$ cat src/rtl/upsp_pixel_sequencer_pkg.sv
// Shared types for the upsampler pixel sequencer: FSM encoding, tagged-pixel record, coordinate widths.
// The tag record is sized for the default (largest) geometry; smaller builds zero-extend into it.
package upsp_pkg;

  localparam int TAG_DATA_W         = 24;
  localparam int DEF_SRC_IMG_WIDTH  = 960;
  localparam int DEF_SRC_IMG_HEIGHT = 540;
  localparam int DEF_FIFO_DEPTH     = 4;

  // A one-pixel-wide image still needs a 1-bit coordinate.
  function automatic int clog2_min1(input int n);
    return (n > 1) ? $clog2(n) : 1;
  endfunction

  localparam int X_W = clog2_min1(DEF_SRC_IMG_WIDTH);
  localparam int Y_W = clog2_min1(DEF_SRC_IMG_HEIGHT);

  typedef enum logic [1:0] {
    IDLE  = 2'd0,
    RUN   = 2'd1,
    DRAIN = 2'd2
  } seq_state_e;

  typedef struct packed {
    logic [TAG_DATA_W-1:0] data;
    logic [X_W-1:0]        x;
    logic [Y_W-1:0]        y;
    logic                  eol;
    logic                  eof;
  } px_tag_t;

endpackage

$ cat src/rtl/upsp_pixel_sequencer_if.sv
// Pixel handshakes around the sequencer: access_control read port in, tagged-pixel stream out.
// master = sequencer side, slave = the surrounding access_control/upsampler side.
interface upsp_pixel_sequencer_if #(
  parameter int DATA_W = 24,
  parameter int X_BITS = 10,
  parameter int Y_BITS = 10
);
  logic              ac_upsp_rvalid;
  logic [DATA_W-1:0] ac_upsp_rdata;
  logic              upsp_ac_rready;
  logic              px_valid;
  logic [DATA_W-1:0] px_data;
  logic [X_BITS-1:0] px_x;
  logic [Y_BITS-1:0] px_y;
  logic              px_eol;
  logic              px_eof;
  logic              px_ready;

  modport master (
    input  ac_upsp_rvalid, ac_upsp_rdata, px_ready,
    output upsp_ac_rready, px_valid, px_data, px_x, px_y, px_eol, px_eof
  );

  modport slave (
    output ac_upsp_rvalid, ac_upsp_rdata, px_ready,
    input  upsp_ac_rready, px_valid, px_data, px_x, px_y, px_eol, px_eof
  );
endinterface

$ cat src/rtl/upsp_pixel_sequencer_sync_fifo.sv
// First-word-fall-through synchronous FIFO with occupancy count; DEPTH must be a power of two >= 2.
// Pushes into a full FIFO and pops from an empty one are ignored.
module upsp_sync_fifo #(
  parameter int WIDTH = 8,
  parameter int DEPTH = 4
) (
  input  logic                   clk,
  input  logic                   rst_n,
  input  logic                   i_push,
  input  logic [WIDTH-1:0]       i_wdata,
  input  logic                   i_pop,
  output logic [WIDTH-1:0]       o_rdata,
  output logic                   o_empty,
  output logic [$clog2(DEPTH):0] o_count
);
  localparam int AW = $clog2(DEPTH);

  logic [WIDTH-1:0] r_mem [DEPTH];
  logic [AW-1:0]    r_wr_ptr;
  logic [AW-1:0]    r_rd_ptr;
  logic [AW:0]      r_count;
  logic             w_push;
  logic             w_pop;

  assign o_empty = (r_count == '0);
  assign w_push  = i_push && (r_count != (AW+1)'(DEPTH));
  assign w_pop   = i_pop && !o_empty;
  assign o_rdata = r_mem[r_rd_ptr];
  assign o_count = r_count;

  // NOTE: storage has no reset; an entry is only ever read after it was written, and the count is reset.
  always_ff @(posedge clk) begin
    if (w_push) r_mem[r_wr_ptr] <= i_wdata;
  end

  // NOTE: sequential state uses non-blocking assignments so every register samples pre-edge values.
  always_ff @(posedge clk or negedge rst_n) begin
    if (!rst_n) begin
      r_wr_ptr <= '0;
      r_rd_ptr <= '0;
      r_count  <= '0;
    end else begin
      if (w_push) r_wr_ptr <= r_wr_ptr + AW'(1);
      if (w_pop)  r_rd_ptr <= r_rd_ptr + AW'(1);
      if (w_push && !w_pop)      r_count <= r_count + (AW+1)'(1);
      else if (w_pop && !w_push) r_count <= r_count - (AW+1)'(1);
    end
  end

endmodule

$ cat src/rtl/upsp_pixel_sequencer.sv
// Tags access_control pixels with (x, y, eol, eof), buffers them for the upsampler, pulses frame_done when drained.
// Optional: define UPSP_SEQ_PERF_EN to add the stall_cycles performance counter port.
module upsp_pixel_sequencer
  import upsp_pkg::*;
#(
  parameter int UPSP_DATA_WIDTH = TAG_DATA_W,
  parameter int SRC_IMG_WIDTH   = DEF_SRC_IMG_WIDTH,
  parameter int SRC_IMG_HEIGHT  = DEF_SRC_IMG_HEIGHT,
  parameter int FIFO_DEPTH      = DEF_FIFO_DEPTH
) (
  input  logic                   clk,
  input  logic                   rst_n,
  input  logic                   seq_start,
  upsp_pixel_sequencer_if.master bus,
  output logic                   seq_busy,
  output logic                   frame_done
`ifdef UPSP_SEQ_PERF_EN
  ,
  output logic [31:0]            stall_cycles
`endif
);
  localparam int XB = clog2_min1(SRC_IMG_WIDTH);
  localparam int YB = clog2_min1(SRC_IMG_HEIGHT);
  localparam int CW = $clog2(FIFO_DEPTH) + 1;

  localparam logic [1:0] ST_IDLE  = IDLE;
  localparam logic [1:0] ST_RUN   = RUN;
  localparam logic [1:0] ST_DRAIN = DRAIN;

  logic [1:0]    r_state;
  logic [XB-1:0] r_x;
  logic [YB-1:0] r_y;

  logic [CW-1:0] w_count;
  logic          w_empty;
  logic          w_rready;
  logic          w_accept;
  logic          w_pop;
  logic          w_eol;
  logic          w_eof;
  px_tag_t       w_wr_tag;
  px_tag_t       w_rd_tag;

  // Registered-only ready: a full FIFO blocks this cycle even if the head pops.
  assign w_rready = (r_state == ST_RUN) && (w_count < CW'(FIFO_DEPTH));
  assign w_accept = bus.ac_upsp_rvalid && w_rready;
  assign w_pop    = !w_empty && bus.px_ready;
  assign w_eol    = (r_x == XB'(SRC_IMG_WIDTH - 1));
  assign w_eof    = w_eol && (r_y == YB'(SRC_IMG_HEIGHT - 1));

  always_comb begin
    // NOTE: default the whole record first so no path through this block can infer a latch.
    w_wr_tag      = '0;
    w_wr_tag.data = TAG_DATA_W'(bus.ac_upsp_rdata);
    w_wr_tag.x    = X_W'(r_x);
    w_wr_tag.y    = Y_W'(r_y);
    w_wr_tag.eol  = w_eol;
    w_wr_tag.eof  = w_eof;
  end

  upsp_sync_fifo #(
    .WIDTH ($bits(px_tag_t)),
    .DEPTH (FIFO_DEPTH)
  ) u_fifo (
    .clk     (clk),
    .rst_n   (rst_n),
    .i_push  (w_accept),
    .i_wdata (w_wr_tag),
    .i_pop   (w_pop),
    .o_rdata (w_rd_tag),
    .o_empty (w_empty),
    .o_count (w_count)
  );

  always_ff @(posedge clk or negedge rst_n) begin
    if (!rst_n) begin
      r_state <= ST_IDLE;
      r_x     <= '0;
      r_y     <= '0;
    end else begin
      case (r_state)
        ST_IDLE: begin
          if (seq_start) begin
            r_state <= ST_RUN;
            r_x     <= '0;
            r_y     <= '0;
          end
        end
        ST_RUN: begin
          if (w_accept) begin
            if (w_eol) begin
              r_x <= '0;
              if (w_eof) r_state <= ST_DRAIN;
              else       r_y     <= r_y + YB'(1);
            end else begin
              r_x <= r_x + XB'(1);
            end
          end
        end
        ST_DRAIN: begin
          if (w_empty) r_state <= ST_IDLE;
        end
        default: r_state <= ST_IDLE;
      endcase
    end
  end

  assign frame_done         = (r_state == ST_DRAIN) && w_empty;
  assign seq_busy           = (r_state != ST_IDLE);
  assign bus.upsp_ac_rready = w_rready;

  // Head fields read as zero while empty so the stream is clean out of reset.
  assign bus.px_valid = !w_empty;
  assign bus.px_data  = w_empty ? '0 : UPSP_DATA_WIDTH'(w_rd_tag.data);
  assign bus.px_x     = w_empty ? '0 : XB'(w_rd_tag.x);
  assign bus.px_y     = w_empty ? '0 : YB'(w_rd_tag.y);
  assign bus.px_eol   = !w_empty && w_rd_tag.eol;
  assign bus.px_eof   = !w_empty && w_rd_tag.eof;

`ifdef UPSP_SEQ_PERF_EN
  logic [31:0] r_stall_cycles;

  always_ff @(posedge clk or negedge rst_n) begin
    if (!rst_n) begin
      r_stall_cycles <= '0;
    end else if ((r_state == ST_IDLE) && seq_start) begin
      r_stall_cycles <= '0;
    end else if ((r_state == ST_RUN) && bus.ac_upsp_rvalid && !w_rready &&
                 (r_stall_cycles != 32'hFFFF_FFFF)) begin
      r_stall_cycles <= r_stall_cycles + 32'd1;
    end
  end

  assign stall_cycles = r_stall_cycles;
`endif

endmodule

$ cat src/flat_wrapper.sv
// flat-port wrapper written by rule: the top's interface ports become plain ports
module upsp_pixel_sequencer_flat import upsp_pkg::*;
#(
  parameter int UPSP_DATA_WIDTH = TAG_DATA_W,
  parameter int SRC_IMG_WIDTH   = DEF_SRC_IMG_WIDTH,
  parameter int SRC_IMG_HEIGHT  = DEF_SRC_IMG_HEIGHT,
  parameter int FIFO_DEPTH      = DEF_FIFO_DEPTH
)
  (clk, rst_n, seq_start, seq_busy, frame_done, bus_ac_upsp_rvalid, bus_ac_upsp_rdata, bus_px_ready, bus_upsp_ac_rready, bus_px_valid, bus_px_data, bus_px_x, bus_px_y, bus_px_eol, bus_px_eof);
  upsp_pixel_sequencer_if bus_i ();
  input  logic clk;
  input  logic rst_n;
  input  logic seq_start;
  output logic seq_busy;
  output logic frame_done;
  input wire logic [$bits(bus_i.ac_upsp_rvalid)-1:0] bus_ac_upsp_rvalid;
  input wire logic [$bits(bus_i.ac_upsp_rdata)-1:0] bus_ac_upsp_rdata;
  input wire logic [$bits(bus_i.px_ready)-1:0] bus_px_ready;
  output wire logic [$bits(bus_i.upsp_ac_rready)-1:0] bus_upsp_ac_rready;
  output wire logic [$bits(bus_i.px_valid)-1:0] bus_px_valid;
  output wire logic [$bits(bus_i.px_data)-1:0] bus_px_data;
  output wire logic [$bits(bus_i.px_x)-1:0] bus_px_x;
  output wire logic [$bits(bus_i.px_y)-1:0] bus_px_y;
  output wire logic [$bits(bus_i.px_eol)-1:0] bus_px_eol;
  output wire logic [$bits(bus_i.px_eof)-1:0] bus_px_eof;
  assign bus_i.ac_upsp_rvalid = bus_ac_upsp_rvalid;
  assign bus_i.ac_upsp_rdata = bus_ac_upsp_rdata;
  assign bus_i.px_ready = bus_px_ready;
  assign bus_upsp_ac_rready = bus_i.upsp_ac_rready;
  assign bus_px_valid = bus_i.px_valid;
  assign bus_px_data = bus_i.px_data;
  assign bus_px_x = bus_i.px_x;
  assign bus_px_y = bus_i.px_y;
  assign bus_px_eol = bus_i.px_eol;
  assign bus_px_eof = bus_i.px_eof;
  upsp_pixel_sequencer #(.UPSP_DATA_WIDTH(UPSP_DATA_WIDTH), .SRC_IMG_WIDTH(SRC_IMG_WIDTH), .SRC_IMG_HEIGHT(SRC_IMG_HEIGHT), .FIFO_DEPTH(FIFO_DEPTH)) u_core (.clk(clk), .rst_n(rst_n), .seq_start(seq_start), .bus(bus_i), .seq_busy(seq_busy), .frame_done(frame_done));
endmodule
$ cat config.mk
export PLATFORM = sky130hd
export DESIGN_NAME = upsp_pixel_sequencer_flat
export DESIGN_NICKNAME = d
export VERILOG_FILES = /design/src/rtl/upsp_pixel_sequencer_pkg.sv /design/src/rtl/upsp_pixel_sequencer_if.sv /design/src/rtl/upsp_pixel_sequencer_sync_fifo.sv /design/src/rtl/upsp_pixel_sequencer.sv /design/src/flat_wrapper.sv
export SDC_FILE = /design/constraint.sdc
export NUM_CORES = 1
export LEC_CHECK = 0
export ABC_CLOCK_PERIOD_IN_PS = 2600
export CAP_MARGIN = 25
export CORE_MARGIN = 3
export CORE_UTILIZATION = 35
export CTS_CLUSTER_SIZE = 14
export DETAILED_ROUTE_END_ITERATION = 10
export PLACE_DENSITY = 0.66
export REMOVE_ABC_BUFFERS = 1
export SKIP_LAST_GASP = 1
export SLEW_MARGIN = 20
export SYNTH_ARGS = -nofsm -noshare
export SYNTH_HDL_FRONTEND = slang
export SYNTH_SLANG_ARGS = --single-unit
export TNS_END_PERCENT = 5
$ cat constraint.sdc
create_clock -name clk -period 2.6 [get_ports clk]
set_input_delay 0.52 -clock clk [delete_from_list [all_inputs] [get_ports clk]]
set_output_delay 0.52 -clock clk [all_outputs]
set_load 0.1 [all_outputs]
Yosys cells after proc, flatten, opt, wreduce, memory -nomap -nowiden

Memory sizes are Yosys's and may differ from the RTL's.
Index checks and enable logic that the tools add are counted.

Flip-flop bits (word level): 29
Memory bits (writable): 184
Output and inout port bits: 50
Memories: 1

Memories:

| memory              | depth | bits a word | read ports | clocked after Yosys merged registers in | write ports | line                                 | text |
|---|---|---|---|---|---|---|---|
| u_core.u_fifo.r_mem | 4     | 46          | 1          | 0                                       | 1           | upsp_pixel_sequencer_sync_fifo.sv:18 | `logic [WIDTH-1:0] r_mem [DEPTH];` |

$add $sub $neg: 6
$lt $le $gt $ge: 1
Equality and inequality tests: 11
Mux-type cells: 21
Reductions and logical operators: 22

Operators by type and width:

| kind                  | count |
|---|---|
| $mux 10               | 8 |
| $pmux 10 s2           | 2 |
| $mux 24               | 1 |
| $add 10x1->10 const B | 2 |
| $eq 10x10->1 const B  | 2 |
| $logic_and 1x1->1     | 11 |
| $mux 2                | 5 |
| $reduce_and 5->1      | 2 |
| $mux 3                | 2 |
| $ne 2x1->1 const B    | 3 |
| $ne 2x2->1 const B    | 3 |
| $pmux 2 s3            | 1 |
| $reduce_bool 2->1     | 3 |
| $add 2x1->2 const B   | 2 |
| $add 3x1->3 const B   | 1 |
| $logic_not 1->1       | 3 |
| $logic_not 3->1       | 1 |
| $lt 3x3->1 const B    | 1 |
| $ne 3x3->1 const B    | 1 |
| $reduce_and 3->1      | 1 |
| $sub 3x1->3 const B   | 1 |
| $eq 2x1->1 const B    | 1 |
| $eq 2x2->1 const B    | 1 |
| $logic_not 2->1       | 1 |
| $mux 1                | 2 |

Depth between registers and ports, before layout

Word-level depth: 8
Gate-level depth with buffers: 11
Mapped depth without buffers: 10

Cells and area by module

From an unflattened synthesis, not the netlist that was laid out.

Cells, all modules: 477
Area, all modules: 8740.9 sq um

Modules (own cells, without submodules):

| module               | times used | cells an instance | area each (sq um) | seq. area each (sq um) |
|---|---|---|---|---|
| upsp_sync_fifo       | 1          | 276               | 7039.3            | 5700.5 |
| upsp_pixel_sequencer | 1          | 201               | 1701.6            | 550.5 |

Worst setup path before layout

No wires, ideal clock.

Path kind: register to output
From: register u_core.u_fifo.r_count[0], in the netlist u_core.u_fifo.o_count[0]
To: output port frame_done
Arrival: 3536 ps
Path slack: -1456 ps
Stages on the path, launching flop included: 5
Path buffers: 1
Cells stage by stage: dfrtp_1 nor3_1 inv_1 clkbuf_1 nor3_1

Cells in the longest elaborated chain, start to end: 2

RTL lines:

| item                   | line                                 | text |
|---|---|---|
| start, declared        | upsp_pixel_sequencer_sync_fifo.sv:21 | `logic [AW:0] r_count;` |
| start signal, assigned | upsp_pixel_sequencer_sync_fifo.sv:45 | `if (w_push && !w_pop) r_count <= r_count + (AW+1)'(1);` |
| start signal, assigned | upsp_pixel_sequencer_sync_fifo.sv:46 | `else if (w_pop && !w_push) r_count <= r_count - (AW+1)'(1);` |
| $logic_not 3->1        | upsp_pixel_sequencer_sync_fifo.sv:25 | `assign o_empty = (r_count == '0);` |
| $logic_and 1x1->1      | upsp_pixel_sequencer.sv:108          | `assign frame_done = (r_state == ST_DRAIN) && w_empty;` |
| end, declared          | flat_wrapper.sv:15                   | `output logic frame_done;` |

No other way between the ends.

Final worst setup path

From: register u_core.u_fifo.r_rd_ptr[0]
To: output port bus_px_x[0]

Cells in the longest elaborated chain, start to end: 2

RTL lines:

| item                   | line                                 | text |
|---|---|---|
| start, declared        | upsp_pixel_sequencer_sync_fifo.sv:20 | `logic [AW-1:0] r_rd_ptr;` |
| start signal, assigned | upsp_pixel_sequencer_sync_fifo.sv:44 | `if (w_pop) r_rd_ptr <= r_rd_ptr + AW'(1);` |
| $mem_v2 4x46           | --                                   |  |
| $mux 10                | upsp_pixel_sequencer.sv:115          | `assign bus.px_x = w_empty ? '0 : XB'(w_rd_tag.x);` |
| end, declared          | flat_wrapper.sv:22                   | `output wire logic [$bits(bus_i.px_x)-1:0] bus_px_x;` |

No other way between the ends.

==> flow_summary.ini <==
[synth]
synth_edf_count = 184
synth_cells = 460
yosys.area.top_type_share_pct = 64.7
synth.largest_area_cell = edfxtp_1
synth_top_flop_cell = edfxtp_1
synth.area.top_cells = edfxtp_1 (65%), mux4_2 (12%), dfrtp_1 (8.5%)
syn-cell-area_um2 = 8550
yosys-top-cells-count = edfxtp_1 (184), and2_1 (51), mux4_2 (46)
synth_most_common_cell = edfxtp_1
yosysSeqAreaShare_pct = 73.1
ys_types = 44
synthArstFlopShare_pct = 13.6
synth_warnings = 0
ys_ff_latch = 213
syn_avg_cell_area_um2 = 18.6

[cts]
cts_made_buffers = 22
clock_path_buffers = 3
cts_tree = done
cts-hold-fix-buffers = 0
numClockSinks = 213
clock_latency_ns = 0.50
cts-root-buf = clkbuf_16
htree_levels = 1
clk_pin_slew_ns = 0.06

[floorplan]
die_w_um = 162
pin_count = 79
initial_core_util_pct = 36.0
rows = 56
core_area_um2 = 23800
die_y_um = 162
dieArea_um2 = 26300

[global_routing]
grt_pass1_vias = 4864
antenna_found_initial = 0
grt_max_degree = 45
grt_use_total_pct = 13.2
grt.overflow.total = 0
grt_pass1_wl_um = 27200

[setup_path]
cp_max_fo = 7
cp.arrival_ns = 2.10
critPathKind = reg -> out
end_kind = output pin
startpoint_type = flip-flop
cp_data_required_time_ns = 2.08

[timing]
worst_pin_slew_ns = 0.798
clock_skew_ns = 0.0163
rsz0062_at_grt = yes
min_period_ns = 2.62
period_share_pct = 101
hold_violations = 0
slew_headroom_pct = 46.7
fin_setup_tns_ns = -0.151
finalSetupViolations = 16
fmax_ghz = 0.381
holdWs_ns = 0.481
fin_ws_ns = -0.0249
drv_slew = 0

[run_status]
status = complete, but fails checks
violations = negative setup slack

[finish]
layout.cells.non_filler = 910
drive_gt1_share_pct = 35.4
syn_to_final_growth_pct = 34.2
antennaDiodeCount = 0
layout.nets = 612

[detailed_routing]
wirelength_um = 17400
vias = 4576
post_drt_via_cell_ratio = 5.03
wire_per_inst_um = 19.1
firstDrtPassIters = 4
ant_nets = 0
drc = 0
drt_iter0_markers = 345

[placed_design]
dp_hpwl_um = 10800
place_inst = 860
numPortBuffers = 78
preCtsSetupSlack_ns = 0.0271
globalplace.congestion = 0.772

[min_path]
min_path_type = in -> async

[run]
cap_violations = 0
[final cells by class]
| class | instances | area, um2 |
|---|---|---|
| Clock buffer | 35 | 681 |
| Clock inverter | 5 | 75.1 |
| Fill cell | 1948 | 12300 |
| Inverter | 8 | 30.0 |
| Multi-Input combinational cell | 218 | 2250 |
| Sequential cell | 213 | 6260 |
| Tap cell | 319 | 399 |
| Timing Repair Buffer | 112 | 1780 |
[placed cells by master (no fill, tap or decap), drive strengths merged, types with 2 or more instances in the layout]
master	count
edfxtp	184
buf	80
and2	51
mux4	46
clkbuf	39
dfrtp	29
clkdlybuf4s50	28
o21ai	17
nand2	15
nor2	15
xnor2	8
inv	8
ha	7
nand3	7
nand4	7
a41oi	5
o31ai	5
xor2	5
a21oi	4
nor3	4
nor4	3
and3	3
clkinv	3
a31oi	2
a22o	2
bufinv	2
mux2	2
[state kept, by name (all words and copies together) (netlist names)]
name,flops
u_core.r_x,10
u_core.r_state,2
u_core.u_fifo.r_rd_ptr,2
u_core.u_fifo.r_mem,184
u_core.u_fifo.r_wr_ptr,2
u_core.r_y,10
u_core.u_fifo.o_count,3
[stage by stage]
step / utilization (%) / cell area, um2
2_1_floorplan: - / 8450
3_3_place_gp: 44.0 / 10400
3_5_place_dp: 44.0 / 10400
4_1_cts: 47.2 / 11200
5_1_grt: 48.3 / 11500
6_report: 48.3 / 11500
[routing by layer]
metal	track usage, %	routed length (um)
met1	18.0	7610
met2	22.3	8570
met3	2.24	936
met4	2.75	261
met5	0	0
[critical path, stage by stage (launching register included)]
cell     delay (ns)
dfrtp_4        0.49
buf_12         0.16
buf_12         0.14
mux4_2         0.46
and2_4         0.19
buf_12         0.16
[cell families (layout without fill, tap and decap cells)]
kind of cell,Yosys count,after routing,share of synthesized area (%)
AND/OR/NAND/NOR,112,112,7.53
multiplexers,48,48,12.4
XOR/XNOR,13,13,1.33
buffers and inverters,29,160,1.49
AO/OA/AOI/OAI,37,37,2.81
flip-flops,213,213,73.1
adder cells (fa/ha/maj),8,8,1.26
[final timing paths]
kind / from / to / slack (ns) / cells after the start
min in group clk: u_core.r_state[1]$_DFFE_PN0P_ / u_core.r_state[0]$_DFFE_PN0P_ / 0.55 / 1
min: rst_n / u_core.r_state[0]$_DFFE_PN0P_ / 0.48 / 1
max in group asynchronous: rst_n / u_core.r_x[7]$_DFFE_PN0P_ / 1.46 / 2
max reg2reg: u_core.r_x[1]$_DFFE_PN0P_ / u_core.r_y[5]$_DFFE_PN0P_ / 0.38 / 7
max: u_core.u_fifo.r_rd_ptr[0]$_DFFE_PN0P_ / bus_px_x[0] / -0.02 / 5
min reg2reg: u_core.r_state[1]$_DFFE_PN0P_ / u_core.r_state[0]$_DFFE_PN0P_ / 0.55 / 1
[timing repair]
action / CTS / global route
setup endpoints to repair: 44 / 47
cloned: 0 / 5
gates resized for setup: 3 / 37
buffers inserted: 1 / 4
pin swaps: 0 / 2
Power is not shown: default switching activity piles up to over one toggle a cycle in this logic, so the estimate is an artifact.
